==> config.mk <==
export PLATFORM = sky130hd
export DESIGN_NAME = horner_sequencer
export DESIGN_NICKNAME = d
export VERILOG_FILES = /design/src/rtl/horner_sequencer.sv
export SDC_FILE = /design/constraint.sdc
export NUM_CORES = 1
export LEC_CHECK = 0
export BUFFER_PORTS_ARGS = -buffer_cell sky130_fd_sc_hd__clkbuf_2
export CAP_MARGIN = 10
export CORE_MARGIN = 3
export CORE_UTILIZATION = 61
export CTS_CLUSTER_SIZE = 20
export DETAILED_ROUTE_END_ITERATION = 8
export PLACE_DENSITY = 0.8
export SYNTH_ARGS = -nofsm -noshare
export SYNTH_HDL_FRONTEND = slang
export SYNTH_SLANG_ARGS = --single-unit
==> constraint.sdc <==
create_clock -name clk -period 4.4 [get_ports clk]
set_clock_uncertainty 0.05 [all_clocks]
set_input_delay 0.44 -clock clk [delete_from_list [all_inputs] [get_ports clk]]
set_output_delay 0.44 -clock clk [all_outputs]
set_load 0.01 [all_outputs]
==> src/rtl/horner_sequencer.sv <==
// Polynomial evaluator: Horner's method on one shared add/multiply ALU under a small FSM.
// Optional build macro HORNER_SAT_EN: saturate ALU results at 2^WIDTH-1 and raise sticky ovf.
module horner_sequencer #(
  parameter int WIDTH   = 8,
  parameter int MAX_DEG = 3,
  parameter int DEG_W   = 3
) (
  input  logic             clk,
  input  logic             resetn,
  input  logic             start,
  input  logic [DEG_W-1:0] cfg_deg,
  input  logic             in_valid,
  output logic             in_ready,
  input  logic [WIDTH-1:0] in_data,
  output logic             out_valid,
  input  logic             out_ready,
  output logic [WIDTH-1:0] out_data,
  output logic             busy,
  output logic             err,
  output logic             ovf
);

  localparam int IDX_W = (MAX_DEG > 0) ? $clog2(MAX_DEG + 1) : 1;
  localparam logic [DEG_W-1:0] MAX_DEG_L = DEG_W'(MAX_DEG);

  localparam logic [2:0] S_IDLE      = 3'd0;
  localparam logic [2:0] S_LOAD_COEF = 3'd1;
  localparam logic [2:0] S_LOAD_X    = 3'd2;
  localparam logic [2:0] S_MUL       = 3'd3;
  localparam logic [2:0] S_ADD       = 3'd4;
  localparam logic [2:0] S_DONE      = 3'd5;

`ifdef HORNER_SAT_EN
  localparam logic SAT_L = 1'b1;
`else
  localparam logic SAT_L = 1'b0;
`endif

  logic [2:0]       state_q, state_d;
  logic [WIDTH-1:0] acc_q, acc_d;
  logic [WIDTH-1:0] x_q, x_d;
  logic [DEG_W-1:0] deg_q, deg_d;
  logic [DEG_W-1:0] idx_q, idx_d;
  logic [DEG_W-1:0] count_q, count_d;
  logic [WIDTH-1:0] coef_q [0:MAX_DEG];
  logic [WIDTH-1:0] coef_d [0:MAX_DEG];
  logic             err_q, err_d;
  logic             ovf_q, ovf_d;

  logic [2*WIDTH-1:0] prod_s;
  logic [WIDTH:0]     sum_s;
  logic [2*WIDTH-1:0] alu_full_s;
  logic               clamp_s;
  logic [WIDTH-1:0]   alu_res_s;

  // Full-width product and sum; the upper bits reveal whether the result fits in WIDTH
  always_comb begin
    prod_s     = (2*WIDTH)'(acc_q) * (2*WIDTH)'(x_q);
    sum_s      = (WIDTH+1)'(acc_q) + (WIDTH+1)'(coef_q[idx_q[IDX_W-1:0]]);
    alu_full_s = (state_q == S_MUL) ? prod_s : {{(WIDTH-1){1'b0}}, sum_s};
    clamp_s    = SAT_L & (|alu_full_s[2*WIDTH-1:WIDTH]);
    if (clamp_s) begin
      alu_res_s = {WIDTH{1'b1}};
    end else begin
      alu_res_s = alu_full_s[WIDTH-1:0];
    end
  end

  // Next-state logic for the Horner control FSM and its datapath registers
  always_comb begin
    state_d = state_q;
    acc_d   = acc_q;
    x_d     = x_q;
    deg_d   = deg_q;
    idx_d   = idx_q;
    count_d = count_q;
    coef_d  = coef_q;
    err_d   = 1'b0;
    ovf_d   = ovf_q;
    case (state_q)
      S_IDLE: begin
        if (start) begin
          if (cfg_deg > MAX_DEG_L) begin
            err_d = 1'b1;
          end else begin
            deg_d   = cfg_deg;
            count_d = {DEG_W{1'b0}};
            ovf_d   = 1'b0;
            state_d = S_LOAD_COEF;
          end
        end else begin
          state_d = S_IDLE;
        end
      end
      S_LOAD_COEF: begin
        if (in_valid) begin
          coef_d[count_q[IDX_W-1:0]] = in_data;
          count_d = count_q + {{(DEG_W-1){1'b0}}, 1'b1};
          if (count_q == deg_q) begin
            state_d = S_LOAD_X;
          end else begin
            state_d = S_LOAD_COEF;
          end
        end else begin
          state_d = S_LOAD_COEF;
        end
      end
      S_LOAD_X: begin
        if (in_valid) begin
          x_d   = in_data;
          acc_d = coef_q[0];
          idx_d = {{(DEG_W-1){1'b0}}, 1'b1};
          if (deg_q == {DEG_W{1'b0}}) begin
            state_d = S_DONE;
          end else begin
            state_d = S_MUL;
          end
        end else begin
          state_d = S_LOAD_X;
        end
      end
      S_MUL: begin
        acc_d   = alu_res_s;
        ovf_d   = ovf_q | clamp_s;
        state_d = S_ADD;
      end
      S_ADD: begin
        acc_d = alu_res_s;
        ovf_d = ovf_q | clamp_s;
        idx_d = idx_q + {{(DEG_W-1){1'b0}}, 1'b1};
        if (idx_q == deg_q) begin
          state_d = S_DONE;
        end else begin
          state_d = S_MUL;
        end
      end
      S_DONE: begin
        if (out_ready) begin
          state_d = S_IDLE;
        end else begin
          state_d = S_DONE;
        end
      end
      default: begin
        state_d = S_IDLE;
      end
    endcase
  end

  // State registers with synchronous active-low reset; reset aborts any job in flight
  always_ff @(posedge clk) begin
    if (!resetn) begin
      state_q <= S_IDLE;
      acc_q   <= {WIDTH{1'b0}};
      x_q     <= {WIDTH{1'b0}};
      deg_q   <= {DEG_W{1'b0}};
      idx_q   <= {DEG_W{1'b0}};
      count_q <= {DEG_W{1'b0}};
      err_q   <= 1'b0;
      ovf_q   <= 1'b0;
      for (int i = 0; i <= MAX_DEG; i++) begin
        coef_q[i] <= {WIDTH{1'b0}};
      end
    end else begin
      state_q <= state_d;
      acc_q   <= acc_d;
      x_q     <= x_d;
      deg_q   <= deg_d;
      idx_q   <= idx_d;
      count_q <= count_d;
      err_q   <= err_d;
      ovf_q   <= ovf_d;
      for (int i = 0; i <= MAX_DEG; i++) begin
        coef_q[i] <= coef_d[i];
      end
    end
  end

  assign in_ready  = (state_q == S_LOAD_COEF) || (state_q == S_LOAD_X);
  assign out_valid = (state_q == S_DONE);
  assign out_data  = acc_q;
  assign busy      = (state_q != S_IDLE);
  assign err       = err_q;
  assign ovf       = ovf_q;

endmodule

==> summary.txt <==
Outcome
  – Status: completed

Timing
  – Final Cycle Share: 0.909
  – Setup violators final: 0
  – Setup TNS: 0 ns
  – Slew HR: 0.375
  – Final setup margin: 0.399 ns
  – Final count of pins violating max slew: 0
  – Final Critical Period: 4.00 ns
  – Fin. Hold Viols: 0
  – F_max: 250 MHz
  – RSZ-0062 raised after global routing: false
  – Slew @ Worst Pin: 0.937 ns

CTS
  – Worst-path clk slew: 0.08 ns
  – Longest Clk Path Bufs: 2
  – Root buf cell: clkbuf_8
  – CTS buffer count: 9
  – H-Tree Depth: 3
  – CTS hold repair buffers: 0
  – Post-CTS Setup Bufs: 0
  – Clock latency at the later pin of the worst-skew pair: 0.35 ns
  – CTS tree: built
  – CTS sink count: 61
  – Post-CTS sizing: 0

Min path
  – HP Class: primary input to flip-flop

Route
  – Post-DRT Antenna Nets: 0
  – Routed wl met2: 4.71 mm
  – Drt total wl: 9.60 mm
  – DR WL met3: 456 µm
  – First-pass DRT Iterations: 4
  – Metal-1 WL: 4.29 mm
  – DR vias: 3,404
  – Uppermost layer routed: met4
  – # DRC: 0
  – Initial DRC count: 204
  – Per-cell routed wire length: 16.7 µm
  – Vias/cell: 5.91

Yosys
  – Post-synth EDFFs: 0
  – Yosys top cell by area: dfxtp_1
  – Synthesized area per cell: 8.65 µm²
  – Cells after synthesis: 479
  – Register area share after synthesis: 0.295
  – Top cells by area, synth: dfxtp_1 (29%), ha_1 (8.5%), a21boi_0 (7.8%), nand2_1 (7.8%), fa_1 (6.3%)
  – Synth Warn #: 0
  – Top cells by count, synth: nand2_1 (86), dfxtp_1 (61), a21boi_0 (43), nand3_1 (40), inv_1 (35)
  – Synth cell types: 51
  – Share of the synthesized area in the top cell type: 0.295
  – Synth Flop Type: dfxtp_1
  – Register bit total from synthesis: 61
  – Mapped cell area: 4140 µm²
  – Async SR Flop Fraction: 0
  – Top-count cell post-synth: nand2_1
  – Syn nets: 536

Layout
  – NumNets Final: 551
  – Layout cells sized above 1: 0.128
  – Final core utilization: 0.685
  – Synthesis-to-layout area growth: 6.73%
  – Multi-input logic area: 2630 µm²
  – FILL cells: 531
  – Register area: 1220 µm²
  – # diodes: 0

Worst setup path
  – Top delay family on crit path: adder cells
  – Critical path's slowest cell: dfxtp_1
  – Critical path type: flip-flop to flip-flop
  – Crit path top cell by count: fa_1
  – CP max stage delay: 0.55 ns
  – CP Data Required Time: 4.61 ns
  – Critical path buffer and inverter count: 3
  – Arrival @ worst endpoint: 4.21 ns
  – CP cell instances: nand2_1 -> fa_1 -> fa_1 -> inv_1 -> fa_1 -> inv_1 -> fa_1 -> inv_1 -> ha_1 -> a21oi_1 -> xnor2_1 -> xnor2_1 -> a221oi_2
  – Crit start category: flip-flop
  – Crit path max fanout: 11
  – Crit end category: flip-flop

Global route
  – Largest net degree at the start of global routing: 58
  – Global route overflow: 0
  – Antenna violations before repair: 0
  – GRT Overall Usage: 0.262
  – Global-route wire length before repair: 15.9 mm
  – Number of global-route vias before repair: 3,272

Floorplanning
  – Initial core utilization: 0.642
  – Site row count: 29
  – Total core area: 6460 µm²
  – I/O pin cnt: 29
  – Total die area: 7820 µm²
  – Die height: 88.4 µm
  – Die X: 88.4 µm

Power and ir drop
  – Max IR drop VDD: 0.242 mV
  – Static leakage: 1.76 nW
  – Pwr Density: 281 nW/µm²

Placement
  – Final HPWL from detailed placement: 7.14 mm
  – Setup WS pre-CTS: 0.423 ns
  – Port Buffer Count: 27
  – Placer Congestion: 0.896

Job
  – Max Cap Viol: 0
## final timing paths
| kind | to | start | slack, ns | depth (start not counted) |
|---|---|---|---|---|
| worst max-delay path | out_data[7]$_SDFFE_PN0P_ | out_data[1]$_SDFFE_PN0P_ | 0.40 | 13 |
| worst min-delay path | deg_q[1]$_SDFFE_PN0P_ | cfg_deg[1] | 0.28 | 3 |
| worst max register to register | out_data[7]$_SDFFE_PN0P_ | out_data[1]$_SDFFE_PN0P_ | 0.40 | 13 |
| worst min register to register | coef_q[6]$_SDFFE_PN0P_ | coef_q[6]$_SDFFE_PN0P_ | 0.42 | 2 |
## worst register-to-register path, stage by stage, from the launching register on
cell and delay, ns:
dfxtp_1 0.55, nand2_1 0.14, fa_1 0.48, fa_1 0.54, inv_1 0.05, fa_1 0.47
inv_1 0.05, fa_1 0.53, inv_1 0.04, ha_1 0.31, a21oi_1 0.17, xnor2_1 0.16
xnor2_1 0.12, a221oi_2 0.26
## cell usage in the layout (no fill, tap or decap), drive strengths merged, types with 5 or more instances in the layout
cell / instances
nand2: 90
dfxtp: 61
xnor2: 26
o21ai: 8
fa: 13
a21oi: 11
nor2: 17
inv: 35
a21boi: 43
nor3: 5
xor2: 6
and2: 17
ha: 28
mux4: 8
clkbuf: 37
nand3: 40
## layout make-up
class | count | area share
tap | 77 | 0.0218
sequential | 61 | 0.276
clock inverter | 6 | 0.0144
inverter | 35 | 0.0297
multi-input combinational | 358 | 0.595
clock buffer | 10 | 0.0289
timing repair buffer | 29 | 0.0339
## per-stage QoR
stage / hold WS, ns / area [µm²] / power, mW / std cells
6_report: 0.282 / 4420 / 1.24 / 576
5_1_grt: 0.293 / 4420 / 1.29 / 576
4_1_cts: 0.278 / 4420 / 1.24 / 576
3_5_place_dp: 0.411 / 4230 / 0.757 / 560
3_3_place_gp: 0.400 / 4230 / 0.752 / 560
2_1_floorplan: 0.390 / 4140 / 0.716 / 479
## state kept, by name (all words and copies together) (netlist names)
| signal | count |
|---|---|
| coef_q | 32 |
| out_data | 8 |
| x_q | 8 |
| count_q | 3 |
| deg_q | 3 |
| idx_q | 3 |
| state_q | 3 |
| err | 1 |
## layer usage
layer | vias up | GRT usage
met2 | 97 | 0.424
met5 | - | 0
met1 | 1650 | 0.353
met4 | 0 | 0.0920
met3 | 16 | 0.0493
li1 | 1641 | -
## kinds of logic after synthesis
family	synth area share
AOI/OAI and AO/OA	0.150
xor gates and xnor gates	0.0713
adders and majority gates	0.147
buffers and inverters	0.0700
DFF	0.295
muxes	0.0483
other	0.000905
and+or+nand+nor	0.218
## power by group
group | switching [mW] | internal [mW]
registers | 0.0239 | 0.567
clock network | 0.235 | 0.260
logic | 0.0926 | 0.0642
total | 0.351 | 0.891
(Power assumes the default switching activity.)
